===== config.mk =====
export PLATFORM = sky130hd
export DESIGN_NAME = dac_spi_multi
export DESIGN_NICKNAME = d
export VERILOG_FILES = /design/src/rtl/dac_spi_multi.sv
export SDC_FILE = /design/constraint.sdc
export NUM_CORES = 1
export LEC_CHECK = 0
export ABC_AREA = 1
export BUFFER_PORTS_ARGS = -buffer_cell sky130_fd_sc_hd__buf_2
export CORE_UTILIZATION = 45
export CTS_CLUSTER_SIZE = 20
export DETAILED_ROUTE_END_ITERATION = 10
export GPL_TIMING_DRIVEN = 0
export SKIP_CTS_REPAIR_TIMING = 1
export SLEW_MARGIN = 0
export SYNTH_ARGS = -nofsm -noshare
export SYNTH_HDL_FRONTEND = slang
export SYNTH_SLANG_ARGS = --single-unit
export TNS_END_PERCENT = 1

===== constraint.sdc =====
create_clock -name i_clk -period 2.8 [get_ports i_clk]
set_clock_uncertainty 0.1 [all_clocks]
set_input_delay 0.28 -clock i_clk [delete_from_list [all_inputs] [get_ports i_clk]]
set_output_delay 0.28 -clock i_clk [all_outputs]
set_load 0.05 [all_outputs]

===== src/rtl/dac_spi_multi.sv =====
// dac_spi_multi: multi-channel serial DAC write engine.
// Latches NUM_CH words on a start strobe and shifts each enabled channel
// out MSB first as its own SYNC-framed SPI word, channel 0 first.
// Optional feature macro: DAC_SPI_DAISY_EN. When defined, all enabled
// channels go out back to back in a single SYNC frame, highest channel first.
//
// Handshake: i_start is a one-cycle request and is taken only while o_busy=0
// (IDLE or DONE). Every accepted request ends with exactly one o_done pulse,
// including a request with an empty channel mask.
module dac_spi_multi #(
    parameter int   DATA_W  = 16,
    parameter int   NUM_CH  = 4,
    parameter int   DIV_W   = 32,
    parameter logic CPOL    = 1'b1,
    parameter int   GAP_CYC = 4,
    localparam int  CH_W    = (NUM_CH > 1) ? $clog2(NUM_CH) : 1
) (
    input  logic                     i_clk,
    input  logic                     i_rst,
    input  logic                     i_start,
    input  logic [NUM_CH*DATA_W-1:0] i_data,
    input  logic [NUM_CH-1:0]        i_ch_mask,
    input  logic [DIV_W-1:0]         i_sclk_div,
    output logic                     o_busy,
    output logic                     o_done,
    output logic [CH_W-1:0]          o_cur_ch,
    output logic                     o_sync,
    output logic                     o_sclk,
    output logic                     o_din,
    output logic [2:0]               o_state
);

    localparam int               BIT_W    = $clog2(DATA_W + 1);
    localparam logic [DIV_W-1:0] GAP_LAST = DIV_W'(GAP_CYC - 1);

    typedef enum logic [2:0] {
        ST_IDLE  = 3'd0,
        ST_LOAD  = 3'd1,
        ST_LEAD  = 3'd2,
        ST_SHIFT = 3'd3,
        ST_TRAIL = 3'd4,
        ST_GAP   = 3'd5,
        ST_DONE  = 3'd6
    } state_t;

    state_t                    r_state;
    logic [NUM_CH*DATA_W-1:0]  r_data;
    logic [NUM_CH-1:0]         r_mask;
    logic [DIV_W-1:0]          r_h;
    logic [DIV_W-1:0]          r_div;
    logic [BIT_W-1:0]          r_bit;
    logic [DATA_W-1:0]         r_shreg;
    logic [CH_W-1:0]           r_cur_ch;
    logic                      r_busy;
    logic                      r_done;
    logic                      r_sync;
    logic                      r_sclk;
    logic                      r_din;

    logic [CH_W-1:0]           w_first_ch;
    logic [CH_W-1:0]           w_next_ch;
    logic                      w_more;
    logic [DATA_W-1:0]         w_cur_word;
    logic [DATA_W-1:0]         w_shift;
    logic [DIV_W-1:0]          w_h_in;
    logic [DIV_W-1:0]          w_hm1;
`ifdef DAC_SPI_DAISY_EN
    logic [DATA_W-1:0]         w_next_word;
`endif

    // A divider below 2 cannot give a distinct SCLK half period, so clamp it
    assign w_h_in  = (i_sclk_div < DIV_W'(2)) ? DIV_W'(2) : i_sclk_div;
    assign w_hm1   = r_h - DIV_W'(1);
    assign w_shift = r_shreg << 1;

    // Channel order: first channel of a new request and the one after r_cur_ch
    always_comb begin
        w_first_ch = '0;
        w_next_ch  = '0;
        w_more     = 1'b0;
`ifdef DAC_SPI_DAISY_EN
        for (int k = 0; k < NUM_CH; k++) begin
            if (i_ch_mask[k]) w_first_ch = CH_W'(k);
            if (r_mask[k] && (k < int'(r_cur_ch))) begin
                w_next_ch = CH_W'(k);
                w_more    = 1'b1;
            end
        end
`else
        for (int k = NUM_CH - 1; k >= 0; k--) begin
            if (i_ch_mask[k]) w_first_ch = CH_W'(k);
            if (r_mask[k] && (k > int'(r_cur_ch))) begin
                w_next_ch = CH_W'(k);
                w_more    = 1'b1;
            end
        end
`endif
    end

    // Word of the channel currently selected
    always_comb begin
        w_cur_word = '0;
        for (int k = 0; k < NUM_CH; k++) begin
            if (CH_W'(k) == r_cur_ch) w_cur_word = r_data[k*DATA_W +: DATA_W];
        end
    end

`ifdef DAC_SPI_DAISY_EN
    // Word of the channel that follows inside the same daisy frame
    always_comb begin
        w_next_word = '0;
        for (int k = 0; k < NUM_CH; k++) begin
            if (CH_W'(k) == w_next_ch) w_next_word = r_data[k*DATA_W +: DATA_W];
        end
    end
`endif

    // Transaction FSM with registered pin outputs
    always_ff @(posedge i_clk) begin
        if (i_rst) begin
            r_state  <= ST_IDLE;
            r_data   <= '0;
            r_mask   <= '0;
            r_h      <= DIV_W'(2);
            r_div    <= '0;
            r_bit    <= '0;
            r_shreg  <= '0;
            r_cur_ch <= '0;
            r_busy   <= 1'b0;
            r_done   <= 1'b0;
            r_sync   <= 1'b1;
            r_sclk   <= CPOL;
            r_din    <= 1'b0;
        end else begin
            r_done <= 1'b0;
            case (r_state)
                ST_IDLE, ST_DONE: begin
                    r_state <= ST_IDLE;
                    if (i_start) begin
                        r_data   <= i_data;
                        r_mask   <= i_ch_mask;
                        r_h      <= w_h_in;
                        r_cur_ch <= w_first_ch;
                        if (i_ch_mask == '0) begin
                            r_done  <= 1'b1;
                            r_state <= ST_DONE;
                        end else begin
                            r_busy  <= 1'b1;
                            r_state <= ST_LOAD;
                        end
                    end
                end
                ST_LOAD: begin
                    r_shreg <= w_cur_word;
                    r_din   <= w_cur_word[DATA_W-1];
                    r_sync  <= 1'b0;
                    r_div   <= '0;
                    r_bit   <= '0;
                    r_state <= ST_LEAD;
                end
                ST_LEAD: begin
                    if (r_div == w_hm1) begin
                        r_div   <= '0;
                        r_state <= ST_SHIFT;
                    end else begin
                        r_div <= r_div + DIV_W'(1);
                    end
                end
                ST_SHIFT: begin
                    if (r_div == w_hm1) begin
                        r_div <= '0;
                        if (r_sclk == CPOL) begin
                            r_sclk <= ~CPOL;
                        end else begin
                            r_sclk <= CPOL;
                            if (r_bit == BIT_W'(DATA_W - 1)) begin
`ifdef DAC_SPI_DAISY_EN
                                if (w_more) begin
                                    r_shreg  <= w_next_word;
                                    r_din    <= w_next_word[DATA_W-1];
                                    r_cur_ch <= w_next_ch;
                                    r_bit    <= '0;
                                end else begin
                                    r_din   <= 1'b0;
                                    r_state <= ST_TRAIL;
                                end
`else
                                r_din   <= 1'b0;
                                r_state <= ST_TRAIL;
`endif
                            end else begin
                                r_shreg <= w_shift;
                                r_din   <= w_shift[DATA_W-1];
                                r_bit   <= r_bit + BIT_W'(1);
                            end
                        end
                    end else begin
                        r_div <= r_div + DIV_W'(1);
                    end
                end
                ST_TRAIL: begin
                    if (r_div == w_hm1) begin
                        r_sync  <= 1'b1;
                        r_div   <= '0;
                        r_state <= ST_GAP;
                    end else begin
                        r_div <= r_div + DIV_W'(1);
                    end
                end
                ST_GAP: begin
                    if (r_div == GAP_LAST) begin
                        r_div <= '0;
`ifdef DAC_SPI_DAISY_EN
                        r_done  <= 1'b1;
                        r_busy  <= 1'b0;
                        r_state <= ST_DONE;
`else
                        if (w_more) begin
                            r_cur_ch <= w_next_ch;
                            r_state  <= ST_LOAD;
                        end else begin
                            r_done  <= 1'b1;
                            r_busy  <= 1'b0;
                            r_state <= ST_DONE;
                        end
`endif
                    end else begin
                        r_div <= r_div + DIV_W'(1);
                    end
                end
                default: r_state <= ST_IDLE;
            endcase
        end
    end

    assign o_busy   = r_busy;
    assign o_done   = r_done;
    assign o_cur_ch = r_cur_ch;
    assign o_sync   = r_sync;
    assign o_sclk   = r_sclk;
    assign o_din    = r_din;
    assign o_state  = r_state;

endmodule


==> impl_metrics.env <==
export IMPL_outcome="complete, but fails checks"
export IMPL_violations="hold timing"
export IMPL_holdCritPathClass="in -> reg"
export IMPL_holdWs_ns=-0.00733
export IMPL_drt_wl_total_mm=30.1
export IMPL_synthTopCellsByArea="dfxtp_1 34%, nand2_1 18%, nor2_1 11%, inv_1 6.5%, o21ai_0 5.1%"
export IMPL_power_switching_w=0.00464
export IMPL_switching_share=0.446
export IMPL_floorplan_rows=52
export IMPL_max_clock_path_buffers=2
export IMPL_fmax_mhz=361
export IMPL_cts_tree="done"
export IMPL_portBuffers=112
export IMPL_synth_fa_ha_area_frac=0.00523
export IMPL_cpPeakStageDelay_ns=0.34
export IMPL_p_leak_nw=5.61
export IMPL_clk_pin_slew_ns=0.07
export IMPL_grt_max_degree=17
export IMPL_yosysTopAreaCell="dfxtp_1"
export IMPL_critical_path_required_ns=3.03
export IMPL_via_per_inst=4.99
export IMPL_instances_no_fill=1984
export IMPL_die_h_um=148
export IMPL_max_vdd_ir_drop_v=0.000462
export IMPL_cts_root_buffer="clkbuf_16"
export IMPL_power_clock_fraction=0.221
export IMPL_antenna_found_initial=1
export IMPL_layout_drive_gt1_share=0.121
export IMPL_period_needed_ns=2.77
export IMPL_worstPathMaxFanout=10
export IMPL_async_flop_share=0
export IMPL_grt_pass1_wl_mm=48.0
export IMPL_synth_xor_area_frac=0.0521
export IMPL_vias=9899
export IMPL_final_antenna_net_count=0
export IMPL_critPathCaptureType="flop"
export IMPL_wire_per_inst_um=15.2
export IMPL_worstSetupStartpointType="flop"
export IMPL_p_seq_frac=0.330
export IMPL_synth_mux_area_fraction=0
export IMPL_cp_num_buf_inv=4
export IMPL_grt_usage=0.284
export IMPL_power_density_nw_per_um2=926
export IMPL_dr_pass1_iters=5
export IMPL_dp_hpwl_mm=24.2
export IMPL_cts_buffers=17
export IMPL_cp_top_family="simple AND/OR/NAND/NOR gates"
export IMPL_drt_iter0_markers=550
export IMPL_synth_compound_area_frac=0.113
export IMPL_combPwrFrac=0.449
export IMPL_clock_sinks=161
export IMPL_area_growth_syn_to_layout_pct=17.3
export IMPL_grt_ovfl_total=0
export IMPL_die_w_um=148
export IMPL_die_area_sq_um=21900
export IMPL_pre_cts_ws_ns=-0.389
export IMPL_setup_slack_ns=0.0334
export IMPL_netlist_area_sq_um=9570
export IMPL_worst_skew_pair_late_latency_ns=0.43
export IMPL_critPathKind="reg -> reg"
export IMPL_synth_top_area_share=0.337
export IMPL_worstMarginPinSlew_ns=0.886
export IMPL_synth_common_cells="448 x nand2_1, 282 x nor2_1, 167 x inv_1, 161 x dfxtp_1, 98 x o21ai_0"
export IMPL_drc=0
export IMPL_yosys_warnings=0
export IMPL_cpMostUsedCell="nand2_1"
export IMPL_synthSimpleGateAreaFrac=0.391
export IMPL_rsz0062_at_grt="yes"
export IMPL_dp_cells=1945
export IMPL_core_area_sq_um=20600
export IMPL_synth_top_family_by_area="simple AND/OR/NAND/NOR gates"
export IMPL_slew_limit_headroom=0.405
export IMPL_power_internal_w=0.00576
export IMPL_cp_arrival_ns=2.99
export IMPL_maxCapViolations=0
export IMPL_synth_cells=1563
export IMPL_globalplace_congestion=0.963
export IMPL_place_area_sq_um=10500
export IMPL_synth_area_per_cell_sq_um=6.13
export IMPL_hold_violations=3
export IMPL_syn_num_nets=1670
export IMPL_worstPathCellList="inv_2, ha_4, nand2_4, nor2_8, buf_4, nand2_2, nor2_1, nand2_1, nand2_1, nand2_1, nor2_1, nand2_1, nor2_4, nand2_4, nand2_2, nand2_2, buf_2, nand2_1, nand2_1, nand2_1, inv_1"
export IMPL_finalPower_w=0.0104
export IMPL_grt_pass1_vias=9387
export IMPL_boundaryPins=113
export IMPL_fin_crit_sh=0.988
export IMPL_synth_ff_type="dfxtp_1"
export IMPL_synth_edf_count=0
export IMPL_start_util=0.466
export IMPL_ys_ff_latch=161
export IMPL_htree_num_levels=4
export IMPL_ys_types=43
export IMPL_final_net_count=1807
export IMPL_final_cell_area_sq_um=11200
export IMPL_drv_slew=0
export IMPL_cp_slowest_cell="dfxtp_2"
export IMPL_seq_area_frac_synth=0.337
export IMPL_synth_most_common_cell="nand2_1"
export IMPL_setup_viol=0
## power by group through the flow
| stage | combinational [W] | clock [W] | sequential, W |
|---|---|---|---|
| floorplan | 0.00314 | 0 | 0.00346 |
| global placement | 0.00445 | 0 | 0.00346 |
| finish | 0.00467 | 0.00230 | 0.00343 |
| detailed placement | 0.00449 | 0 | 0.00346 |
| CTS | 0.00451 | 0.00233 | 0.00342 |
| global route | 0.00528 | 0.00242 | 0.00350 |
## layout make-up
type	count	area (sq um)
inverters	176	661
well taps	270	338
multi-input cells	1147	5490
diodes	2	5.00
clock buffers	19	433
flip-flops and latches	161	3230
fillers	2195	9330
clock inverters	12	136
repair buffers	118	608
plain buffers	79	338
## state kept, by name, summed over array words and instances (netlist names)
signal	cells
r_data	64
o_state	3
o_sclk	1
o_done	1
o_din	1
o_cur_ch	2
r_shreg	15
r_div	32
o_busy	1
r_h	32
r_mask	3
o_sync	1
r_bit	5
## through the flow
stage | hold WS (ns) | utilization | TNS [ns]
2_1_floorplan | 0.325 | - | 0
3_3_place_gp | 0.359 | 0.509 | -14.31
3_5_place_dp | 0.362 | 0.509 | -15.09
4_1_cts | -0.0143 | 0.537 | -16.17
5_1_grt | 0.00371 | 0.546 | -6.10
6_report | -0.00733 | 0.546 | 0
## layer usage
metal	vias to the layer above	wire (um)	global-route usage
met5	-	0	0
met1	4436	13300	0.334
met4	0	886	0.103
li1	5219	-	-
met3	56	1100	0.0481
met2	188	14800	0.516
## tightest hold or removal path: cells and delay by family
family,cells,cell delay (ns)
AND/OR/NAND/NOR,1,0.07
AO/OA/AOI/OAI,1,0.07
buffers and inverters,1,0.07
## layout by cell type, fill, tap and decap left out, types with 9 or more instances in the layout
| cell type | synthesis | final |
|---|---|---|
| clkbuf_1 | 63 | 61 |
| nand3b_1 | 10 | 10 |
| o21ai_0 | 98 | 98 |
| nand2_1 | 448 | 443 |
| buf_2 | 6 | 116 |
| a221oi_1 | 14 | 14 |
| clkbuf_16 | 0 | 17 |
| xor2_1 | 40 | 39 |
| nand2_2 | 6 | 9 |
| nand4_1 | 38 | 38 |
| xnor2_1 | 17 | 17 |
| a21oi_1 | 50 | 50 |
| inv_1 | 167 | 167 |
| nand3_1 | 50 | 50 |
| nor2_1 | 282 | 273 |
| nor2_4 | 2 | 11 |
| dfxtp_1 | 161 | 159 |
| nor4_1 | 21 | 21 |
| nor3_1 | 19 | 19 |
## logic make-up (layout without fill, tap and decap cells)
family | after synthesis | count (layout)
DFF | 161 | 161
other | 0 | 2
buffers and inverters | 255 | 404
xor gates and xnor gates | 57 | 57
AOI/OAI and AO/OA | 192 | 192
and+or+nand+nor | 894 | 894
adders and majority gates | 4 | 4
## worst paths after layout
path	start	to	slack, ns	cells past startpoint
hold reg to reg	r_shreg[0]$_SDFFE_PP0P_	r_shreg[0]$_SDFFE_PP0P_	0.37	2
setup / recovery	r_h[0]$_SDFFE_PP0P_	r_div[31]$_SDFFE_PP0P_	0.03	21
setup reg to reg	r_h[0]$_SDFFE_PP0P_	r_div[31]$_SDFFE_PP0P_	0.03	21
hold / removal	i_data[22]	r_data[22]$_SDFFE_PP0P_	-0.007	3
Power figures use the tool's default switching activity.
